## src/rtl/hazard_ctrl_pkg.sv

```systemverilog
// hazard_ctrl_pkg: constants shared by the pipeline hazard controller.
//   - MD_LATENCY_DEFAULT : default busy time of the multiply/divide unit
//   - ST_RUN / ST_MD_BUSY: MD busy-timer FSM state encoding
//   - pipe_ctrl_t        : bundle of the four pipeline control strobes
package hazard_ctrl_pkg;

   localparam int unsigned MD_LATENCY_DEFAULT = 8;

   // Wide enough for MD_LATENCY-1 up to 14.
   localparam int unsigned MD_CNT_W = 4;

   localparam logic [0:0] ST_RUN     = 1'b0;
   localparam logic [0:0] ST_MD_BUSY = 1'b1;

   localparam logic [15:0] STALL_CNT_MAX = 16'hFFFF;

   typedef struct packed {
      logic pc_write;
      logic ifid_write;
      logic idex_bubble;
      logic ifid_flush;
   } pipe_ctrl_t;

   localparam pipe_ctrl_t CTRL_RUN   = '{pc_write: 1'b1, ifid_write: 1'b1,
                                         idex_bubble: 1'b0, ifid_flush: 1'b0};
   localparam pipe_ctrl_t CTRL_STALL = '{pc_write: 1'b0, ifid_write: 1'b0,
                                         idex_bubble: 1'b1, ifid_flush: 1'b0};
   localparam pipe_ctrl_t CTRL_FLUSH = '{pc_write: 1'b1, ifid_write: 1'b1,
                                         idex_bubble: 1'b1, ifid_flush: 1'b1};

endpackage

```

## src/rtl/md_busy_timer.sv

```systemverilog
// md_busy_timer: tracks how long the multiply/divide unit stays busy.
//   clk_i   : system clock
//   rst_i   : asynchronous active-high reset
//   start_i : mult/div in EX issues this cycle (ignored while busy)
//   busy_o  : high for MD_LATENCY cycles starting the cycle after start_i
//   done_o  : one-cycle pulse on the last busy cycle
module md_busy_timer
   import hazard_ctrl_pkg::*;
#(
   parameter int unsigned MD_LATENCY = MD_LATENCY_DEFAULT
) (
   input  logic clk_i,
   input  logic rst_i,
   input  logic start_i,
   output logic busy_o,
   output logic done_o
);

   logic [0:0]          state_q, state_d;
   logic [MD_CNT_W-1:0] cnt_q, cnt_d;

   always_comb begin
      state_d = state_q;
      cnt_d   = cnt_q;
      case (state_q)
         ST_RUN: begin
            if (start_i) begin
               cnt_d   = MD_CNT_W'(MD_LATENCY - 1);
               state_d = ST_MD_BUSY;
            end
         end
         ST_MD_BUSY: begin
            // A start seen here belongs to an overlapping issue and is dropped.
            if (cnt_q == '0) begin
               state_d = ST_RUN;
            end else begin
               cnt_d = cnt_q - MD_CNT_W'(1);
            end
         end
         default: begin
            state_d = ST_RUN;
            cnt_d   = '0;
         end
      endcase
   end

   always_ff @(posedge clk_i or posedge rst_i) begin
      if (rst_i) begin
         state_q <= ST_RUN;
         cnt_q   <= '0;
      end else begin
         state_q <= state_d;
         cnt_q   <= cnt_d;
      end
   end

   assign busy_o = (state_q == ST_MD_BUSY);
   assign done_o = busy_o && (cnt_q == '0);

endmodule

```

## src/rtl/hazard_ctrl.sv

```systemverilog
// hazard_ctrl: pipeline hazard detection and stall/flush control.
//   clk, rst                : clock, asynchronous active-high reset
//   RsAddr_id, RtAddr_id    : source registers of the instruction in ID
//   MemRead_ex, RegWriteAddr_ex : EX holds a load and its destination
//   Branch_taken_ex         : branch/jump resolved taken in EX
//   MD_start_ex             : mult/div in EX issues this cycle
//   MDRead_id, MD_start_id  : ID holds mfhi/mflo, or a mult/div
//   PCWrite, IFIDWrite, IDEX_Bubble, IFID_Flush : pipeline control
//   MD_busy, MD_done        : mult/div unit busy / completion pulse
//   StallCnt                : saturating count of cycles with PCWrite low
module hazard_ctrl
   import hazard_ctrl_pkg::*;
#(
   parameter int unsigned MD_LATENCY = MD_LATENCY_DEFAULT
) (
   input  logic        clk,
   input  logic        rst,
   input  logic [4:0]  RsAddr_id,
   input  logic [4:0]  RtAddr_id,
   input  logic        MemRead_ex,
   input  logic [4:0]  RegWriteAddr_ex,
   input  logic        Branch_taken_ex,
   input  logic        MD_start_ex,
   input  logic        MDRead_id,
   input  logic        MD_start_id,
   output logic        PCWrite,
   output logic        IFIDWrite,
   output logic        IDEX_Bubble,
   output logic        IFID_Flush,
   output logic        MD_busy,
   output logic        MD_done,
   output logic [15:0] StallCnt
);

   logic       load_use;
   logic       md_stall;
   pipe_ctrl_t ctrl;
   logic [15:0] stall_cnt_q, stall_cnt_d;

   md_busy_timer #(
      .MD_LATENCY(MD_LATENCY)
   ) u_md_busy_timer (
      .clk_i  (clk),
      .rst_i  (rst),
      .start_i(MD_start_ex),
      .busy_o (MD_busy),
      .done_o (MD_done)
   );

   // $0 is hardwired to zero, so a load targeting it never creates a dependency.
   assign load_use = MemRead_ex && (RegWriteAddr_ex != 5'd0) &&
                     ((RegWriteAddr_ex == RsAddr_id) || (RegWriteAddr_ex == RtAddr_id));

   // HI/LO are valid on the done cycle, so mfhi/mflo may proceed then.
   assign md_stall = MD_busy && (MD_start_id || (MDRead_id && !MD_done));

   always_comb begin
      if (rst) begin
         ctrl = CTRL_RUN;
      end else if (Branch_taken_ex) begin
         // Flush wins: the stalled ID instruction is on the wrong path anyway.
         ctrl = CTRL_FLUSH;
      end else if (load_use || md_stall) begin
         ctrl = CTRL_STALL;
      end else begin
         ctrl = CTRL_RUN;
      end
   end

   assign PCWrite     = ctrl.pc_write;
   assign IFIDWrite   = ctrl.ifid_write;
   assign IDEX_Bubble = ctrl.idex_bubble;
   assign IFID_Flush  = ctrl.ifid_flush;

   always_comb begin
      stall_cnt_d = stall_cnt_q;
      if (!ctrl.pc_write && (stall_cnt_q != STALL_CNT_MAX)) begin
         stall_cnt_d = stall_cnt_q + 16'd1;
      end
   end

   always_ff @(posedge clk or posedge rst) begin
      if (rst) begin
         stall_cnt_q <= '0;
      end else begin
         stall_cnt_q <= stall_cnt_d;
      end
   end

   assign StallCnt = stall_cnt_q;

endmodule

```

## config.mk

```make
export PLATFORM = sky130hd
export DESIGN_NAME = hazard_ctrl
export DESIGN_NICKNAME = d
export VERILOG_FILES = /design/src/rtl/hazard_ctrl_pkg.sv /design/src/rtl/md_busy_timer.sv /design/src/rtl/hazard_ctrl.sv
export SDC_FILE = /design/constraint.sdc
export NUM_CORES = 1
export LEC_CHECK = 0
export ABC_AREA = 0
export CORE_UTILIZATION = 25
export DETAILED_ROUTE_END_ITERATION = 10
export PLACE_DENSITY_LB_ADDON = 0.25
export SYNTH_ARGS = -nofsm -noshare
export SYNTH_HDL_FRONTEND = slang
export SYNTH_HIERARCHICAL = 1
export SYNTH_SLANG_ARGS = --single-unit
```

## constraint.sdc

```tcl
create_clock -name clk -period 2.3 [get_ports clk]
set_clock_uncertainty 0.15 [all_clocks]
set_input_delay 0.46 -clock clk [delete_from_list [all_inputs] [get_ports clk]]
set_output_delay 0.46 -clock clk [all_outputs]
set_load 0.005 [all_outputs]
```

# Word level (Yosys, flattened, before mapping)
# Index checks and enable logic that the tools add are counted.
[totals]
ff_bits = 21
out_inout_bits = 22
in_bits = 22
elab_cells = 34
[classes]
muxes = 9
bitwise_logic = 1
n_addsub = 2
eq_ne = 5
n_reduce_logical = 14
[op_table]
columns = ["op", "count"]
rows = [
  ["$mux W4", 5],
  ["$add A16 B1 Y16 const B", 1],
  ["$ne A16 B16 Y1 const B", 1],
  ["$eq A5 B5 Y1", 2],
  ["$pmux W4 S2", 1],
  ["$logic_and A1 B1 Y1", 6],
  ["$reduce_bool A5 Y1", 1],
  ["$logic_not A4 Y1", 1],
  ["$ne A2 B2 Y1 const B", 2],
  ["$sub A4 B1 Y4 const B", 1],
  ["$logic_or A1 B1 Y1", 3],
  ["$logic_not A1 Y1", 2],
  ["$mux W1", 2],
  ["$pmux W1 S2", 1],
  ["$reduce_and A2 Y1", 1],
  ["$not A1 Y1", 1],
]

# Depth between registers and ports, before layout
# Gate-level depths: netlist (run 1).
[logic_depth]
depth_word = 12
depth_mapped = 9
depth_no_buf = 8

# Hierarchy
# The synthesis (run 1) kept the hierarchy.
[modules_own_cells]
columns = ["module", "area_each_um2", "cells_each", "seq_area_each_um2", "n_inst"]
rows = [
  ["hazard_ctrl", 1091.0, 104, 400.4, 1],
  ["md_busy_timer", 265.3, 26, 125.1, 1],
]

# Worst setup path before layout (run 1)
# No wires, ideal clock.
[synth_path]
path_type = "reg2out"
from = "register u_md_busy_timer.cnt_q[0]"
to = "output PCWrite"
stages_incl_launch_ff = 10
required_time_ps = 1690
path_buffers = 2
path_slack_ps = -18
t_arrival_ps = 1708
cell_sequence = "dfrtp_1 -> inv_1 -> ha_1 -> and4bb_4 -> nor2b_1 -> o21ai_0 -> o21ai_4 -> buf_6 -> nand2_1 -> buf_4"
[synth_via]
elab_chain_cells = 10
[synth_lines]
columns = ["element", "line", "rtl"]
rows = [
  ["start: declaration", "md_busy_timer.sv:20", "logic [MD_CNT_W-1:0] cnt_q, cnt_d;"],
  ["start signal: assignment", "md_busy_timer.sv:53", "cnt_q <= cnt_d;"],
  ["$logic_not A4 Y1", "md_busy_timer.sv:58", "assign done_o = busy_o && (cnt_q == '0);"],
  ["$logic_and A1 B1 Y1", "md_busy_timer.sv:58", ""],
  ["net MD_done", "hazard_ctrl.sv:31", "output logic MD_done,"],
  ["$logic_not A1 Y1", "hazard_ctrl.sv:55", "assign md_stall = MD_busy && (MD_start_id || (MDRead_id && !MD_done));"],
  ["$logic_and A1 B1 Y1", "hazard_ctrl.sv:55", ""],
  ["$logic_or A1 B1 Y1", "hazard_ctrl.sv:55", ""],
  ["$logic_and A1 B1 Y1", "hazard_ctrl.sv:55", ""],
  ["$logic_or A1 B1 Y1", "hazard_ctrl.sv:63", "end else if (load_use || md_stall) begin"],
  ["$mux W4", "hazard_ctrl.sv:63", ""],
  ["$mux W4", "hazard_ctrl.sv:60", "end else if (Branch_taken_ex) begin"],
  ["$mux W4", "hazard_ctrl.sv:58", "if (rst) begin"],
  ["end: declaration", "hazard_ctrl.sv:26", "output logic PCWrite,"],
]
# The timed path passes the listed nets, and every way through them passes these cells.

# Worst setup path in the final report (run 1)
[layout_path]
from = "register u_md_busy_timer.cnt_q[1]"
to = "output IDEX_Bubble"
[layout_via]
elab_chain_cells = 10
[layout_lines]
columns = ["element", "line", "rtl"]
rows = [
  ["$logic_not A4 Y1", "md_busy_timer.sv:58", ""],
  ["$logic_and A1 B1 Y1", "md_busy_timer.sv:58", ""],
  ["$logic_not A1 Y1", "hazard_ctrl.sv:55", ""],
  ["$logic_and A1 B1 Y1", "hazard_ctrl.sv:55", ""],
  ["$logic_or A1 B1 Y1", "hazard_ctrl.sv:55", ""],
  ["$logic_and A1 B1 Y1", "hazard_ctrl.sv:55", ""],
  ["$logic_or A1 B1 Y1", "hazard_ctrl.sv:63", ""],
  ["$mux W4", "hazard_ctrl.sv:63", ""],
  ["$mux W4", "hazard_ctrl.sv:60", ""],
  ["$mux W4", "hazard_ctrl.sv:58", ""],
  ["end: declaration", "hazard_ctrl.sv:28", "output logic IDEX_Bubble,"],
]
# Every way passes these cells.

==> flow_metrics.py, run 1 <==
metrics = {
    "run_status": {
        "status": "finished, violations left",
        "violations": "setup timing",
    },
    "floorplanning": {
        "initial_core_util_pct": 26.2,
        "fp.dieH_um": 75.7,
        "coreArea_mm2": 0.00517,
        "io-pin-count": 44,
        "rows": 26,
        "die_area_mm2": 0.00572,
        "die_w_um": 75.7,
    },
    "layout": {
        "final_common_cell": "clkdlybuf4s50_1",
        "syn2layout_area_growth_pct": 51.4,
        "nets": 219,
        "final_cell_mix": "clkdlybuf4s50_1 (23), dfrtp_1 (21), buf_4 (19)",
        "n_fill_cell": 517,
        "final_util_pct": 39.7,
        "final_cell_area_mm2": 0.00205,
        "n_antenna_cell": 0,
        "register_area_um2": 526,
        "multiInputGateArea_um2": 828,
        "drive_gt1_share_pct": 30.1,
    },
    "synth": {
        "ys_seq_area_share_pct": 38.7,
        "synthArstFlopShare_pct": 100,
        "synth_edf_count": 0,
        "synthFlopType": "dfrtp_1",
        "yosysUniqueCellTypes": 39,
        "ys_ff_latch": 21,
        "syn_nets": 155,
        "yosysWarnings": 6,
        "yosysTopAreaCell": "dfrtp_1",
        "avgSynthCellArea_um2": 10.4,
        "synth_top_area_share_pct": 38.7,
        "synth_area_leaders": "dfrtp_1 (39%), xnor2_1 (9.7%), xor2_1 (6.5%)",
        "synth_cells": 130,
        "synth_area_mm2": 0.00136,
    },
    "drt": {
        "drc": 0,
        "post_drt_wl_per_cell_um": 12.0,
        "wl_um": 3160,
        "routed_via_density": 4.52,
        "drt_iter0_markers": 29,
        "firstDrtPassIters": 4,
        "vias": 1189,
        "drtAntennaViolNets": 0,
    },
    "clocking": {
        "worstSkewPairLatency_ns": 0.26,
        "cts-root-buf": "clkbuf_8",
        "htreeDepth": 1,
        "cts_tree": "yes",
        "cts.path.max_buffers": 2,
        "path_clk_slew_ns": 0.07,
        "clock_sinks": 21,
        "cts_buffers": 3,
    },
    "power_and_ir_drop": {
        "cellPowerDensity_mw_per_mm2": 696,
        "p_comb_share_pct": 45.5,
        "sw_frac_of_total_pct": 32.7,
        "p_leak_nw": 0.860,
        "ir_drop_mv": 0.306,
        "power_frac_clock_pct": 16.9,
        "p_switching_w": 0.000468,
        "internal-power_w": 0.000961,
        "seqPwrFrac_pct": 37.6,
    },
    "worst_setup_path": {
        "worst_setup_path_end_kind": "output port",
        "crit_chain": "inv_2 > ha_4 > and4bb_4 > nor2b_2 > o21ai_2 > o21ai_4 > nor2_1 > nor2_1 > buf_2",
        "critPathMaxFanout": 3,
        "crit_type": "reg -> out",
        "critPathMaxStageDelay_ns": 0.39,
        "path_buf_inv": 2,
        "required_ns": 1.69,
        "path_common_cell": "nor2_1",
        "arrival_ns": 1.70,
        "cpLargestDelayFamily": "simple AND/OR/NAND/NOR gates",
        "slowest_stage": "dfrtp_1",
        "critPathLaunchType": "flop",
    },
    "timing": {
        "max_slew_margin_pct": 59.4,
        "fmax_ghz": 0.434,
        "timing.final.ws_setup_ns": -0.00629,
        "worst_slew_pin_slew_ns": 0.609,
        "finalSetupViolCount": 1,
        "min_period_ns": 2.31,
        "grt_setup_unrepaired": "yes",
        "maxSlewViolCount": 0,
        "hold_viol_final": 0,
        "post-route-period-util_pct": 100,
    },
    "grt": {
        "grt_pass1_vias": 1230,
        "track_usage_pct": 11.9,
        "grt_max_degree": 17,
        "antenna_found_initial": 0,
        "grt_pass1_wl_um": 5220,
        "grt.overflow.total": 0,
    },
    "place": {
        "routabilityCongestion": 0.795,
        "dpl_cell_area_mm2": 0.00197,
        "hpwl_um": 2520,
        "io_buffer_count": 43,
    },
    "flow_run": {
        "drv_cap": 0,
    },
    "worst_hold_path": {
        "hp-class": "reg -> reg",
    },
}
## synthesized netlist by cell type (all sizes together) (2+ instances only)
master,n
and3,5
buf,3
dfrtp,21
ha,3
inv,5
nand2,10
nand3,7
nand4,9
nor2,13
nor2b,2
nor3,6
nor4,2
o21ai,4
xnor2,15
xor2,10
## final timing paths
check                                         end                      from  depth (start not counted)  slack [ns]
setup / recovery                      IDEX_Bubble  u_md_busy_timer/cnt_q[1]                          9      -0.006
hold / removal                       StallCnt[15]              StallCnt[15]                          1        0.36
setup reg to reg                      StallCnt[1]  u_md_busy_timer/cnt_q[1]                         10        0.13
hold reg to reg                      StallCnt[15]              StallCnt[15]                          1        0.36
max in group asynchronous             StallCnt[0]                       rst                          3        0.90
min in group asynchronous  u_md_busy_timer/busy_o                       rst                          3        0.51
## final cells by class
| cell class | instances | area share, % |
|---|---|---|
| Tap cell | 70 | 4.27 |
| Multi-Input combinational cell | 101 | 40.3 |
| Clock buffer | 4 | 2.19 |
| Sequential cell | 21 | 25.6 |
| Inverter | 5 | 0.914 |
| Timing Repair Buffer | 62 | 26.7 |
## kinds of logic after synthesis
| family | after synthesis | synth area share (%) |
|---|---|---|
| flops | 21 | 38.7 |
| mux | 2 | 1.84 |
| compound gates | 11 | 8.49 |
| simple gates | 60 | 28.9 |
| xor+xnor | 25 | 16.1 |
| fa+ha+maj | 3 | 2.77 |
| buf+inv | 8 | 3.14 |
## power by group through the flow
stage | logic [W] | clock network, W | registers (W)
after global routing | 0.000725 | 0.000269 | 0.000553
after detailed placement | 0.000611 | 0 | 0.000546
final | 0.000650 | 0.000241 | 0.000538
after CTS | 0.000629 | 0.000250 | 0.000538
after floorplan | 0.000302 | 0 | 0.000541
after global placement | 0.000602 | 0 | 0.000535
## metal layers
layer	vias up	track usage, %	routed length [um]
li1	578	-	-
met1	566	13.5	1360
met2	42	22.8	1620
met3	3	3.17	170
met4	0	1.85	12
met5	-	0	0
## metrics by stage
stage / hold slack, ns / TNS (ns) / setup WS, ns / instances / total power, W
4_1_cts: 0.373 / -0.0676 / -0.0676 / 262 / 0.00142
3_5_place_dp: 0.356 / -4.00 / -0.651 / 256 / 0.00116
6_report: 0.363 / -0.00629 / -0.00629 / 263 / 0.00143
2_1_floorplan: 0.0885 / 0 / 0.0795 / 130 / 0.000843
3_3_place_gp: 0.354 / -3.68 / -0.636 / 256 / 0.00114
5_1_grt: 0.394 / -0.0982 / -0.0852 / 263 / 0.00155
## flip-flops by register name, indices dropped and copies added (netlist names)
| register | flops |
|---|---|
| u_md_busy_timer/busy_o | 1 |
| StallCnt | 16 |
| u_md_busy_timer/cnt_q | 4 |
## repair_timing
item                                    in CTS  in global routing
pin swaps                                   12                 10
buffers inserted                             2                  1
resized for setup                           39                  9
hold buffers                                 0                  0
endpoints found under the setup margin       5                  5
Power figures use the tool's default switching activity.
==> run 2, diff against run 1 <==
- PLACE_DENSITY_LB_ADDON: 0.25 -> 0.2
- SKIP_LAST_GASP: default -> 1
- SYNTH_HIERARCHICAL: 1 -> default
==> run 2 against run 1 <==
Effect of this change: the flow still finishes with violations (setup timing); global-route usage up 0.42 points; routed wire length fell by 3.4%; non-clock buffer count up 7; sequential power down 1%; core utilization increased by 4.7 points; clock power about the same; first-iteration DRC count increased by 52%; largest power group unchanged.
==> flow_metrics.py, run 2 <==
metrics = {
    "floorplanning": {
        "coreArea_mm2": 0.00450,
        "rows": 24,
        "initial_core_util_pct": 26.9,
        "die_w_um": 71.6,
        "io-pin-count": 44,
        "die_area_mm2": 0.00513,
        "fp.dieH_um": 71.6,
    },
    "drt": {
        "routed_via_density": 4.63,
        "wl_um": 3050,
        "drtAntennaViolNets": 0,
        "vias": 1147,
        "drc": 0,
        "firstDrtPassIters": 4,
        "post_drt_wl_per_cell_um": 12.3,
        "drt_iter0_markers": 44,
    },
    "timing": {
        "max_slew_margin_pct": 74.8,
        "post-route-period-util_pct": 101,
        "finalSetupViolCount": 2,
        "min_period_ns": 2.33,
        "grt_setup_unrepaired": "yes",
        "maxSlewViolCount": 0,
        "fmax_ghz": 0.429,
        "hold_viol_final": 0,
        "worst_slew_pin_slew_ns": 0.378,
        "timing.final.ws_setup_ns": -0.0295,
        "tns_ns": -0.0571,
    },
    "worst_setup_path": {
        "worstReg2RegEnd": "StallCnt[12]",
        "required_ns": 1.69,
        "rrSetupSlack_ns": 0,
        "crit_type": "reg -> out",
        "r2r_cells": 9,
        "worst_setup_path_end_kind": "output port",
        "arrival_ns": 1.72,
        "critPathLaunchType": "flop",
        "critPathMaxFanout": 3,
        "r2r_start": "u_md_busy_timer.cnt_q[0]",
    },
    "worst_hold_path": {
        "hp-class": "reg -> reg",
        "holdCritStartpoint": "StallCnt[4]",
        "whs_endpoint": "StallCnt[4]",
        "whs_path_depth": 1,
    },
    "flow_run": {
        "drv_cap": 0,
    },
    "clocking": {
        "path_clk_slew_ns": 0.08,
        "cts_tree": "yes",
        "htreeDepth": 1,
        "cts-root-buf": "clkbuf_8",
        "cts_buffers": 3,
        "worstSkewPairLatency_ns": 0.26,
        "cts.path.max_buffers": 2,
        "ctsHoldBuffers": 0,
        "clock_sinks": 21,
    },
    "grt": {
        "grt_pass1_wl_um": 5070,
        "grt_max_degree": 13,
        "track_usage_pct": 12.4,
        "grt.overflow.total": 0,
        "antenna_found_initial": 0,
        "grt_pass1_vias": 1165,
    },
    "layout": {
        "final_cell_area_mm2": 0.00200,
        "largest_reg_flops": 16,
        "drive_gt1_share_pct": 28.1,
        "final_cell_mix": "buf_4 (24), clkdlybuf4s50_1 (23), dfrtp_1 (21)",
        "nets": 222,
        "final_common_cell": "buf_4",
        "final_util_pct": 44.4,
        "syn2layout_area_growth_pct": 65.0,
        "n_antenna_cell": 0,
    },
    "power_and_ir_drop": {
        "p_leak_nw": 0.877,
        "ir_drop_mv": 0.292,
        "cellPowerDensity_mw_per_mm2": 753,
        "fin_total_pwr_w": 0.00151,
    },
    "synth": {
        "synth_cells": 127,
        "yosysTopAreaCell": "dfrtp_1",
        "avgSynthCellArea_um2": 9.55,
        "synth_edf_count": 0,
        "yosysMostFrequentCell": "xnor2_1",
        "yosysWarnings": 0,
        "ys_seq_area_share_pct": 43.3,
        "synth_area_mm2": 0.00121,
        "ys_ff_latch": 21,
        "synth_top_area_share_pct": 43.3,
        "synthArstFlopShare_pct": 100,
        "synth_area_leaders": "dfrtp_1 (43%), xnor2_1 (16%), nand2_1 (4.0%)",
        "synth_common_cells": "xnor2_1 (22), dfrtp_1 (21), nand2_1 (13)",
        "synthFlopType": "dfrtp_1",
        "syn_nets": 152,
        "yosysUniqueCellTypes": 27,
    },
    "place": {
        "io_buffer_count": 43,
        "pre_cts_ws_ns": -0.742,
        "hpwl_um": 2370,
        "dpl_cell_area_mm2": 0.00185,
        "routabilityCongestion": 0.752,
    },
    "run_status": {
        "status": "finished, violations left",
        "violations": "setup timing",
    },
}
run 2: cell count changes in the layout (fill, tap and decap cells not counted), sizes merged, moves of 4 or more:
cell,delta
a21oi,+7
buf,+6
clkdlybuf4s15,+9
dlymetal6s2s,-4
xnor2,+7
xor2,-7
run 2: final cells by class:
| type | instances | area (um2) |
|---|---|---|
| Fill cell | 439 | 2500 |
| Timing Repair Buffer | 69 | 624 |
| Tap cell | 52 | 65.1 |
| Sequential cell | 21 | 526 |
| Multi-Input combinational cell | 94 | 711 |
| Clock buffer | 4 | 45.0 |
| Inverter | 8 | 30.0 |
run 2: logic make-up after synthesis:
kind of cell	share of synthesized area (%)
buffers and inverters	4.23
and+or+nand+nor	21.2
adders and majority gates	3.10
DFF	43.3
AOI/OAI and AO/OA	9.18
muxes	0.929
xor gates and xnor gates	18.1
run 2: what timing repair did:
action,CTS,global route
hold endpoints to repair,0,0
pin swaps,18,4
cloned,0,0
endpoints found under the setup margin,21,7
setup buffers,5,1
gates resized for setup,58,7
run 2: per-layer routing:
layer	track usage (%)	share of wire, %
met1	14.9	42
met2	21.4	50
met3	2.53	6.5
met4	5.23	1.5
met5	0	0
run 2: worst max path at each step:
| stage | from | to | slack, ns | cells after the start |
|---|---|---|---|---|
| floorplan | u_md_busy_timer.cnt_q[0] | StallCnt[12] | 0.006 | 9 |
| global placement | RegWriteAddr_ex[0] | PCWrite | -0.67 | 7 |
| detailed placement | RegWriteAddr_ex[4] | PCWrite | -0.74 | 7 |
| CTS | u_md_busy_timer.cnt_q[0] | StallCnt[12] | -0.07 | 9 |
| global route | u_md_busy_timer.cnt_q[0] | IFIDWrite | -0.11 | 7 |
| finish | u_md_busy_timer.cnt_q[0] | IFIDWrite | -0.03 | 7 |
run 2: through the flow:
step                      instances  hold WS (ns)
after detailed placement        239         0.342
after floorplan                 127         0.287
after CTS                       247         0.357
after global routing            248         0.374
after global placement          239         0.331
final                           248         0.354
run 2: power by group:
group	internal (W)	switching, W
Sequential	0.000454	0.0000758
Combinational	0.000432	0.000302
Clock	0.000123	0.000120
Total	0.00101	0.000498
run 2: critical path: stages, from the launching register on:
cell and delay [ns]:
dfrtp_1 0.37, inv_2 0.06, ha_4 0.16, nor3b_4 0.15, o21ai_2 0.15, a31oi_2 0.05, or3_4 0.37, buf_6 0.14
